--- config.mk ---
export PLATFORM = sky130hd
export DESIGN_NAME = fifo_write_arbiter
export DESIGN_NICKNAME = d
export VERILOG_FILES = /design/src/rtl/fifo_arb_pkg.sv /design/src/rtl/fifo_write_arbiter_rr_priority_pick.sv /design/src/rtl/fifo_write_arbiter.sv
export SDC_FILE = /design/constraint.sdc
export NUM_CORES = 1
export LEC_CHECK = 0
export CELL_PAD_IN_SITES_DETAIL_PLACEMENT = 1
export CELL_PAD_IN_SITES_GLOBAL_PLACEMENT = 2
export CORE_ASPECT_RATIO = 1.2
export CORE_UTILIZATION = 21
export CTS_CLUSTER_DIAMETER = 30
export CTS_CLUSTER_SIZE = 25
export DETAILED_ROUTE_END_ITERATION = 7
export GPL_ROUTABILITY_DRIVEN = 0
export PLACE_DENSITY = 0.86
export SETUP_SLACK_MARGIN = 0.15
export SLEW_MARGIN = 15
export SYNTH_ARGS = -nofsm -noshare
export SYNTH_HDL_FRONTEND = slang
export SYNTH_SLANG_ARGS = --single-unit
--- constraint.sdc ---
create_clock -name clock -period 4.6 [get_ports clock]
set_clock_uncertainty 0.2 [all_clocks]
set_input_delay 0.69 -clock clock [delete_from_list [all_inputs] [get_ports clock]]
set_output_delay 0.69 -clock clock [all_outputs]
set_load 0.005 [all_outputs]
--- src/rtl/fifo_arb_pkg.sv ---
// Shared types and helpers for the TX-fifo write-port arbiter.
// Holds the arbiter state encoding and the round-robin pointer increment.
package fifo_arb_pkg;

    typedef enum logic {
        IDLE  = 1'b0,
        GRANT = 1'b1
    } arb_state_t;

    // The wrap is an explicit compare so non-power-of-two requester counts work.
    function automatic int rr_next(input int ptr, input int n);
        return (ptr >= n - 1) ? 0 : ptr + 1;
    endfunction

endpackage

--- src/rtl/fifo_write_arbiter_rr_priority_pick.sv ---
// Combinational round-robin pick: finds the first set request bit at or after ptr.
// Rotates the request vector so ptr lands on bit 0, finds the lowest set bit, then rotates back.
module rr_priority_pick #(
    parameter int N  = 4,
    parameter int IW = 2
) (
    input  logic [N-1:0]  req,
    input  logic [IW-1:0] ptr,
    output logic          found,
    output logic [IW-1:0] index
);

    localparam logic [IW:0] N_W = (IW + 1)'(N);

    logic [N-1:0]  rotated;
    logic [IW-1:0] first;
    logic [IW:0]   sum_raw;

    // ptr is always below N, so the doubled vector shifted right holds the rotation.
    assign rotated = N'({req, req} >> ptr);

    always_comb begin
        first = '0;
        for (int j = N - 1; j >= 0; j--) begin
            if (rotated[j]) begin
                first = IW'(j);
            end
        end
    end

    assign sum_raw = {1'b0, ptr} + {1'b0, first};
    assign index   = IW'((sum_raw >= N_W) ? (sum_raw - N_W) : sum_raw);
    assign found   = |req;

endmodule

--- src/rtl/fifo_write_arbiter.sv ---
// Round-robin arbiter sharing the UART TX fifo push port between N_REQ byte producers.
// One grant per arbitration, bursts capped at MAX_BURST words, back-pressured by fifo_full.
module fifo_write_arbiter
    import fifo_arb_pkg::*;
#(
    parameter int WIDTH     = 8,
    parameter int N_REQ     = 4,
    parameter int MAX_BURST = 4
) (
    input  logic                       clock,
    input  logic                       reset,
    input  logic [N_REQ-1:0]           req_valid,
    input  logic [N_REQ*WIDTH-1:0]     req_data,
    input  logic [N_REQ-1:0]           req_last,
    output logic [N_REQ-1:0]           req_ready,
    input  logic                       fifo_full,
    output logic                       fifo_push,
    output logic [WIDTH-1:0]           fifo_data,
    output logic [$clog2(N_REQ)-1:0]   grant_id,
    output logic                       busy
);

    // Handshake: a word of requester i moves on the rising edge where
    // req_valid[i] && req_ready[i]; ready depends only on the current grant and
    // fifo_full, never on valid, and a granted requester keeps valid high until it
    // finishes or deliberately withdraws (dropping valid ends its grant).

    localparam int IDX_W = $clog2(N_REQ);
    localparam int CNT_W = $clog2(MAX_BURST + 1);
    localparam logic [CNT_W-1:0] LAST_BEAT = CNT_W'(MAX_BURST - 1);

    arb_state_t        state, state_d;
    logic [IDX_W-1:0]  rr_ptr, rr_ptr_d;
    logic [IDX_W-1:0]  grant_d;
    logic [CNT_W-1:0]  beat_cnt, beat_d;

    logic              pick_found;
    logic [IDX_W-1:0]  pick_idx;

    logic [WIDTH-1:0]  data_arr [N_REQ];
    logic              g_valid;
    logic              g_last;
    logic [WIDTH-1:0]  g_data;
    logic              transfer;
    logic              rel;

    for (genvar i = 0; i < N_REQ; i++) begin : g_unpack
        assign data_arr[i] = req_data[i*WIDTH +: WIDTH];
    end

    rr_priority_pick #(
        .N  (N_REQ),
        .IW (IDX_W)
    ) u_pick (
        .req   (req_valid),
        .ptr   (rr_ptr),
        .found (pick_found),
        .index (pick_idx)
    );

    assign g_valid  = req_valid[grant_id];
    assign g_last   = req_last[grant_id];
    assign g_data   = data_arr[grant_id];
    assign transfer = (state == GRANT) && g_valid && !fifo_full;

    // Withdrawal releases even while the fifo is full; a last word on the final beat is one release.
    assign rel = (state == GRANT) &&
                 (!g_valid || (transfer && (g_last || (beat_cnt == LAST_BEAT))));

    always_comb begin
        req_ready = '0;
        fifo_push = 1'b0;
        fifo_data = '0;
        if (!reset && (state == GRANT)) begin
            req_ready[grant_id] = !fifo_full;
            fifo_push           = transfer;
            if (transfer) begin
                fifo_data = g_data;
            end
        end
    end

    assign busy = (state == GRANT) && !reset;

    always_comb begin
        state_d  = state;
        rr_ptr_d = rr_ptr;
        grant_d  = grant_id;
        beat_d   = beat_cnt;
        case (state)
            IDLE: begin
                if (pick_found) begin
                    state_d = GRANT;
                    grant_d = pick_idx;
                    beat_d  = '0;
                end
            end
            GRANT: begin
                if (transfer) begin
                    beat_d = beat_cnt + 1'b1;
                end
                if (rel) begin
                    state_d  = IDLE;
                    grant_d  = '0;
                    beat_d   = '0;
                    rr_ptr_d = IDX_W'(rr_next(int'(grant_id), N_REQ));
                end
            end
            default: begin
                state_d = IDLE;
            end
        endcase
    end

    always_ff @(posedge clock or posedge reset) begin
        if (reset) begin
            state    <= IDLE;
            rr_ptr   <= '0;
            grant_id <= '0;
            beat_cnt <= '0;
        end else begin
            state    <= state_d;
            rr_ptr   <= rr_ptr_d;
            grant_id <= grant_d;
            beat_cnt <= beat_d;
        end
    end

endmodule
**Yosys cells after proc, flatten, opt, wreduce, memory -nomap -nowiden**

Cells that the tools add are included.

- Input bits: 43
- Bits in registers: 8
- Output and inout bits: 16

- $lt $le $gt $ge: 5
- Bitwise gates (word level): 3
- Multiplexer cells: 29
- $add $sub $neg: 4
- Shifts and indexed selects: 1
- Equal/unequal tests: 4
- Reduce and logical (&&, ||, !) cells: 15

Operators by type and width:

| operator | number |
|---|---|
| $mux W8 | 4 |
| $bmux W8 S2 | 1 |
| $mux W2 | 8 |
| $mux W3 | 3 |
| $shr A8 B2 Y4 | 1 |
| $ge A3 B3 Y1 const B | 2 |
| $logic_and A1 B1 Y1 | 6 |
| $mux W1 | 6 |
| $pmux W3 S2 | 1 |
| $reduce_and A2 Y1 | 3 |
| $and A4 B4 Y4 | 1 |
| $bmux W1 S2 | 2 |
| $mux W4 | 1 |
| $pmux W2 S2 | 1 |
| $reduce_or A4 Y1 | 1 |
| $add A2 B2 Y3 | 1 |
| $add A3 B1 Y3 const B | 1 |
| $eq A3 B2 Y1 const B | 1 |
| $logic_not A1 Y1 | 3 |
| $lt A2 B3 Y1 const B | 1 |
| $ne A3 B1 Y1 const B | 1 |
| $not A2 Y3 | 1 |
| $add A2 B1 Y2 const B | 1 |
| $demux W1 S2 | 1 |
| 8 further kinds | 9 |

**Logic depth before layout (Yosys ltp)**

- Word-level depth: 10
- Mapped depth: 10
- Mapped depth without buffers: 9

**Hierarchy**

Synthesis repeated with hierarchy kept, for this count alone.

- Cell total of the unflattened synthesis: 102
- Area total of the unflattened synthesis: 987.2 um^2

Modules (own cells, without submodules):

| module | times used | cells an instance | area each (um^2) | seq. area each (um^2) |
|---|---|---|---|---|
| fifo_write_arbiter | 1 | 75 | 808.3 | 200.2 |
| rr_priority_pick | 1 | 27 | 178.9 | 0.0 |

**Worst setup path before layout**

Ideal clock, no wire load.

- Path type: input -> output
- From: in req_valid[1]
- To: out fifo_data[0]
- Required time: 3.710 ns
- Stages: 4
- Path buffers: 2
- Data arrival time: 1.663 ns
- Setup slack: 2.047 ns
- Cell sequence: clkbuf_1 -> mux4_2 -> clkbuf_1 -> and3_1

- Word-level cells in the longest chain between the ends: 6

RTL lines:

| item | line | RTL |
|---|---|---|
| start, declared | fifo_write_arbiter.sv:12 | `input logic [N_REQ-1:0] req_valid,` |
| $bmux W1 S2 | fifo_write_arbiter.sv:61 | `assign g_valid = req_valid[grant_id];` |
| $mux W1 (implied by the code) | fifo_write_arbiter.sv:61 |  |
| $logic_and A1 B1 Y1 (2 in a row) | fifo_write_arbiter.sv:64 | `assign transfer = (state == GRANT) && g_valid && !fifo_full;` |
| $mux W8 | fifo_write_arbiter.sv:77 | `if (transfer) begin` |
| $mux W8 | fifo_write_arbiter.sv:74 | `if (!reset && (state == GRANT)) begin` |
| end, declared | fifo_write_arbiter.sv:18 | `output logic [WIDTH-1:0] fifo_data,` |

Every way passes these cells. The select of a mux whose other input is x is not followed.

**Worst setup path after layout**

- From: in req_valid[3]
- To: out fifo_data[6]

Same word-level chain as after synthesis.

==> run summary <==
### Clocking
* **clock tree from TritonCTS** yes
* **clk slew on worst S/H paths** 0.04 ns
* **buffers inserted by post-CTS timing repair** 0
* **number of gates resized after cts** 0
* **source-to-sink clock delay at the later pin of the worst-skew pair** 0.23 ns
* **CTS H-tree lvls** 1
* **buffers from clock root to sink, at most** 2
* **CTS hold repair buffers** 0
* **total clock buffers created by CTS** 3
* **clk sink count** 8
* **buffer cell driving the clock tree root** sky130_fd_sc_hd__clkbuf_8

### Final layout
* **Final Non-Filler Cells** 216
* **filler instances** 504
* **diode insertion count for antenna repair** 0
* **nets** 212
* **share of final-layout standard cells stronger than drive strength 1** 11.3%
* **synthesis-to-finish area growth** 68.9%
* **final instance area** 1620 sq um

### Critical path
* **Buf/Inv on CP** 2
* **Critical Setup Path Class** primary input to primary output
* **timing startpoint of the critical path** req_valid[3]
* **cell breakdown of the critical path** clkdlybuf4s50_1, mux4_2, and3_1, clkdlybuf4s50_1
* **slowest stage cell, crit path** sky130_fd_sc_hd__mux4_2
* **arrival time of data at the critical path endpoint** 2.53 ns
* **critical register-to-register path startpoint** grant_id[0]
* **endpoint type of the worst setup path** primary output
* **critical path's most frequent cell** sky130_fd_sc_hd__clkdlybuf4s50_1
* **biggest fanout along the worst timing path** 12
* **required time of the critical path** 3.71 ns
* **Worst path max stage delay** 0.65 ns
* **nature of the critical path startpoint** primary input
* **cell family with the largest share of critical-path delay** buffers and inverters

### Global routing
* **global-route usage over all layers** 13.7%
* **maximum number of pins on one net before global-route repair** 18
* **via count of the first global-routing pass** 1068
* **overflow left after global routing** 0
* **routing layer with the top usage in global route** met2
* **first-pass GRT wire length** 5.20 mm
* **routing usage on met3** 3.16%
* **number of antenna violations at the first check in global routing** 0
* **met2 Track Usage GR** 25.6%
* **global routing met1 resource utilization** 14.9%

### Timing
* **Post-Route Setup TNS** 0 ns
* **final setup violating endpoints** 0
* **pin slew with the least headroom to its limit** 0.835 ns
* **endpoints failing hold** 0
* **Tcrit/Tclk final** 74.3%
* **Final Max Tran Viols** 0
* **tightest slew margin relative to the limit** 44.3%
* **Period minus WS final** 3.42 ns
* **unrepaired setup endpoints after global routing** false
* **maximum frequency from static timing analysis** 293 MHz
* **post-route worst setup slack** 1.18 ns

### Detailed routing
* **wire length after detailed routing** 3.19 mm
* **detail-routed via count per cell** 4.78
* **Iter 0 DRT Violations** 17
* **number of iterations in the first detailed-routing pass** 4
* **residual antenna-violating net count after detailed routing** 0
* **average wire per standard cell** 14.8 um
* **Via Count** 1032
* **DRC violation count after routing** 0

### Power and ir drop
* **Internal Pwr Total** 0.000340 W
* **total power consumption of the routed design** 0.000554 W
* **switching power** 0.000214 W
* **clock network power share** 14.9%
* **cell leakage power** 0.657 nW
* **power density over cell area** 343 nW/um^2
* **IR Drop Worst-Case VDD** 0.110 mV
* **sw frac** 38.7%
* **part of the total power dissipated in combinational logic** 57.1%
* **Sequential Power Share** 27.9%

### Die
* **initial standard-cell utilization of the core** 22.1%
* **number of I/O pins** 59
* **horizontal die dimension** 63.6 um
* **row count** 26
* **Die Outline Area** 4830 sq um
* **chip height** 76.0 um
* **core area** 4330 sq um

### Synthesis
* **Post-Syn Nets** 156
* **multiplexer share of the synthesized area** 25.6%
* **FF+latch count, synth** 8
* **async set or reset register ratio after synthesis** 100%
* **number of enable-type register cells in the synthesized netlist** 0
* **instance count of the mapped netlist** 106
* **mean instance size in the synthesized netlist** 9.03 sq um
* **commonest cells in the synthesized netlist** 9 x sky130_fd_sc_hd__and3_1, 9 x sky130_fd_sc_hd__mux4_2, 9 x sky130_fd_sc_hd__nand2_1, 9 x sky130_fd_sc_hd__nor2_1
* **Top FF cell, synth** sky130_fd_sc_hd__dfrtp_1
* **area fraction in and, or, nand and nor cells after synthesis** 21.6%
* **main area contributors after synthesis** sky130_fd_sc_hd__mux4_2 21%, sky130_fd_sc_hd__dfrtp_1 21%, sky130_fd_sc_hd__ha_1 9.2%
* **post-synthesis share of cell area spent on xor and xnor gates** 0.915%
* **main combinational cell family by area after synthesis** multiplexers
* **number of distinct library cells after synthesis** 30
* **register area share after synthesis** 20.9%
* **area fraction of the dominant cell type after synthesis** 21.2%
* **number of warnings issued by yosys** 0
* **cell type with the largest total area after synthesis** sky130_fd_sc_hd__mux4_2
* **area of the mapped netlist** 957 sq um
* **adder and majority gate portion of the synthesized area** 9.15%
* **complex-gate fraction of the synthesized area** 14.5%

### Placed design
* **post-place setup slack** 1.18 ns
* **instance area at placement** 1580 sq um
* **number of port buffers** 58
* **dpl cells** 213
* **Final HPWL DP** 2.67 mm

### Hold path
* **Hold Crit Start** beat_cnt[2]
* **path type of the worst min-delay path** register to register

### Flow run
* **Max Cap Viol** 0

### Run status
* **result of the run** completed

==> layout by cell type, fill, tap and decap left out, types with 2 or more instances in the layout <==
cell type                         Yosys  routed
sky130_fd_sc_hd__clkdlybuf4s50_1      0      58
sky130_fd_sc_hd__mux4_2               9       9
sky130_fd_sc_hd__nor2_1               9       9
sky130_fd_sc_hd__nand2_1              9       9
sky130_fd_sc_hd__and3_1               9       9
sky130_fd_sc_hd__inv_1                8       8
sky130_fd_sc_hd__dfrtp_1              8       8
sky130_fd_sc_hd__ha_1                 7       7
sky130_fd_sc_hd__a21oi_1              6       6
sky130_fd_sc_hd__o21ai_0              5       5
sky130_fd_sc_hd__o211ai_1             5       5
sky130_fd_sc_hd__and2_1               4       4
sky130_fd_sc_hd__clkbuf_8             0       3
sky130_fd_sc_hd__mux2i_1              2       2
sky130_fd_sc_hd__nor2b_1              2       2
sky130_fd_sc_hd__mux2_2               2       2
sky130_fd_sc_hd__nor3_1               2       2
sky130_fd_sc_hd__nor4_1               2       2
==> per-layer routing <==
layer,vias up,routed length (um)
li1,496,-
met5,-,0
met4,0,44
met1,477,1260
met2,53,1660
met3,6,216
==> cells by family (layout without fill, tap and decap cells) <==
logic type / after synthesis / count (layout)
simple gates: 40 / 40
compound gates: 21 / 21
buf+inv: 16 / 70
mux: 13 / 13
flops: 8 / 8
fa+ha+maj: 7 / 7
xor+xnor: 1 / 1
==> final cells by class <==
type	count	area (sq um)	area share [%]
inverters	8	30.0	1.86
well taps	56	70.1	4.33
flip-flops and latches	8	200	12.4
repair buffers	59	588	36.4
multi-input cells	82	687	42.5
clock buffers	3	41.3	2.55
==> sequential cells by signal (all words and copies together) (netlist names) <==
signal and flops:
beat_cnt 3, state 1, rr_ptr 2, grant_id 2
==> worst register-to-register path, cell delays in order, from the launching register on <==
cell and delay [ns]:
sky130_fd_sc_hd__dfrtp_1 0.88, sky130_fd_sc_hd__mux4_2 0.73, sky130_fd_sc_hd__o21ai_2 0.12, sky130_fd_sc_hd__nand2_2 0.10, sky130_fd_sc_hd__a311o_1 0.36
==> power by group through the flow <==
stage / Clock, W / Sequential, W / Combinational [W]
final: 0.0000828 / 0.000155 / 0.000317
after CTS: 0.0000860 / 0.000156 / 0.000324
after global routing: 0.0000899 / 0.000165 / 0.000354
after floorplan: 0 / 0.000115 / 0.000237
after detailed placement: 0 / 0.000158 / 0.000323
after global placement: 0 / 0.000155 / 0.000316
==> final timing paths <==
kind | endpoint | cells past startpoint | slack [ns]
worst min register to register | beat_cnt[2] | 2 | 0.27
worst min-delay path | beat_cnt[2] | 2 | 0.27
worst max-delay path | fifo_data[6] | 4 | 1.18
min in group asynchronous | beat_cnt[2] | 2 | 0.57
max in group asynchronous | rr_ptr[1] | 2 | 3.41
worst max register to register | grant_id[1] | 4 | 2.08
==> metrics by stage <==
step                util (%)  hold slack, ns
global placement        36.4           0.264
finish                  37.4           0.274
floorplan                  -           0.250
CTS                     37.4           0.280
detailed placement      36.4           0.273
global route            37.4           0.311
Note: power is estimated with default switching activity, not from simulation.
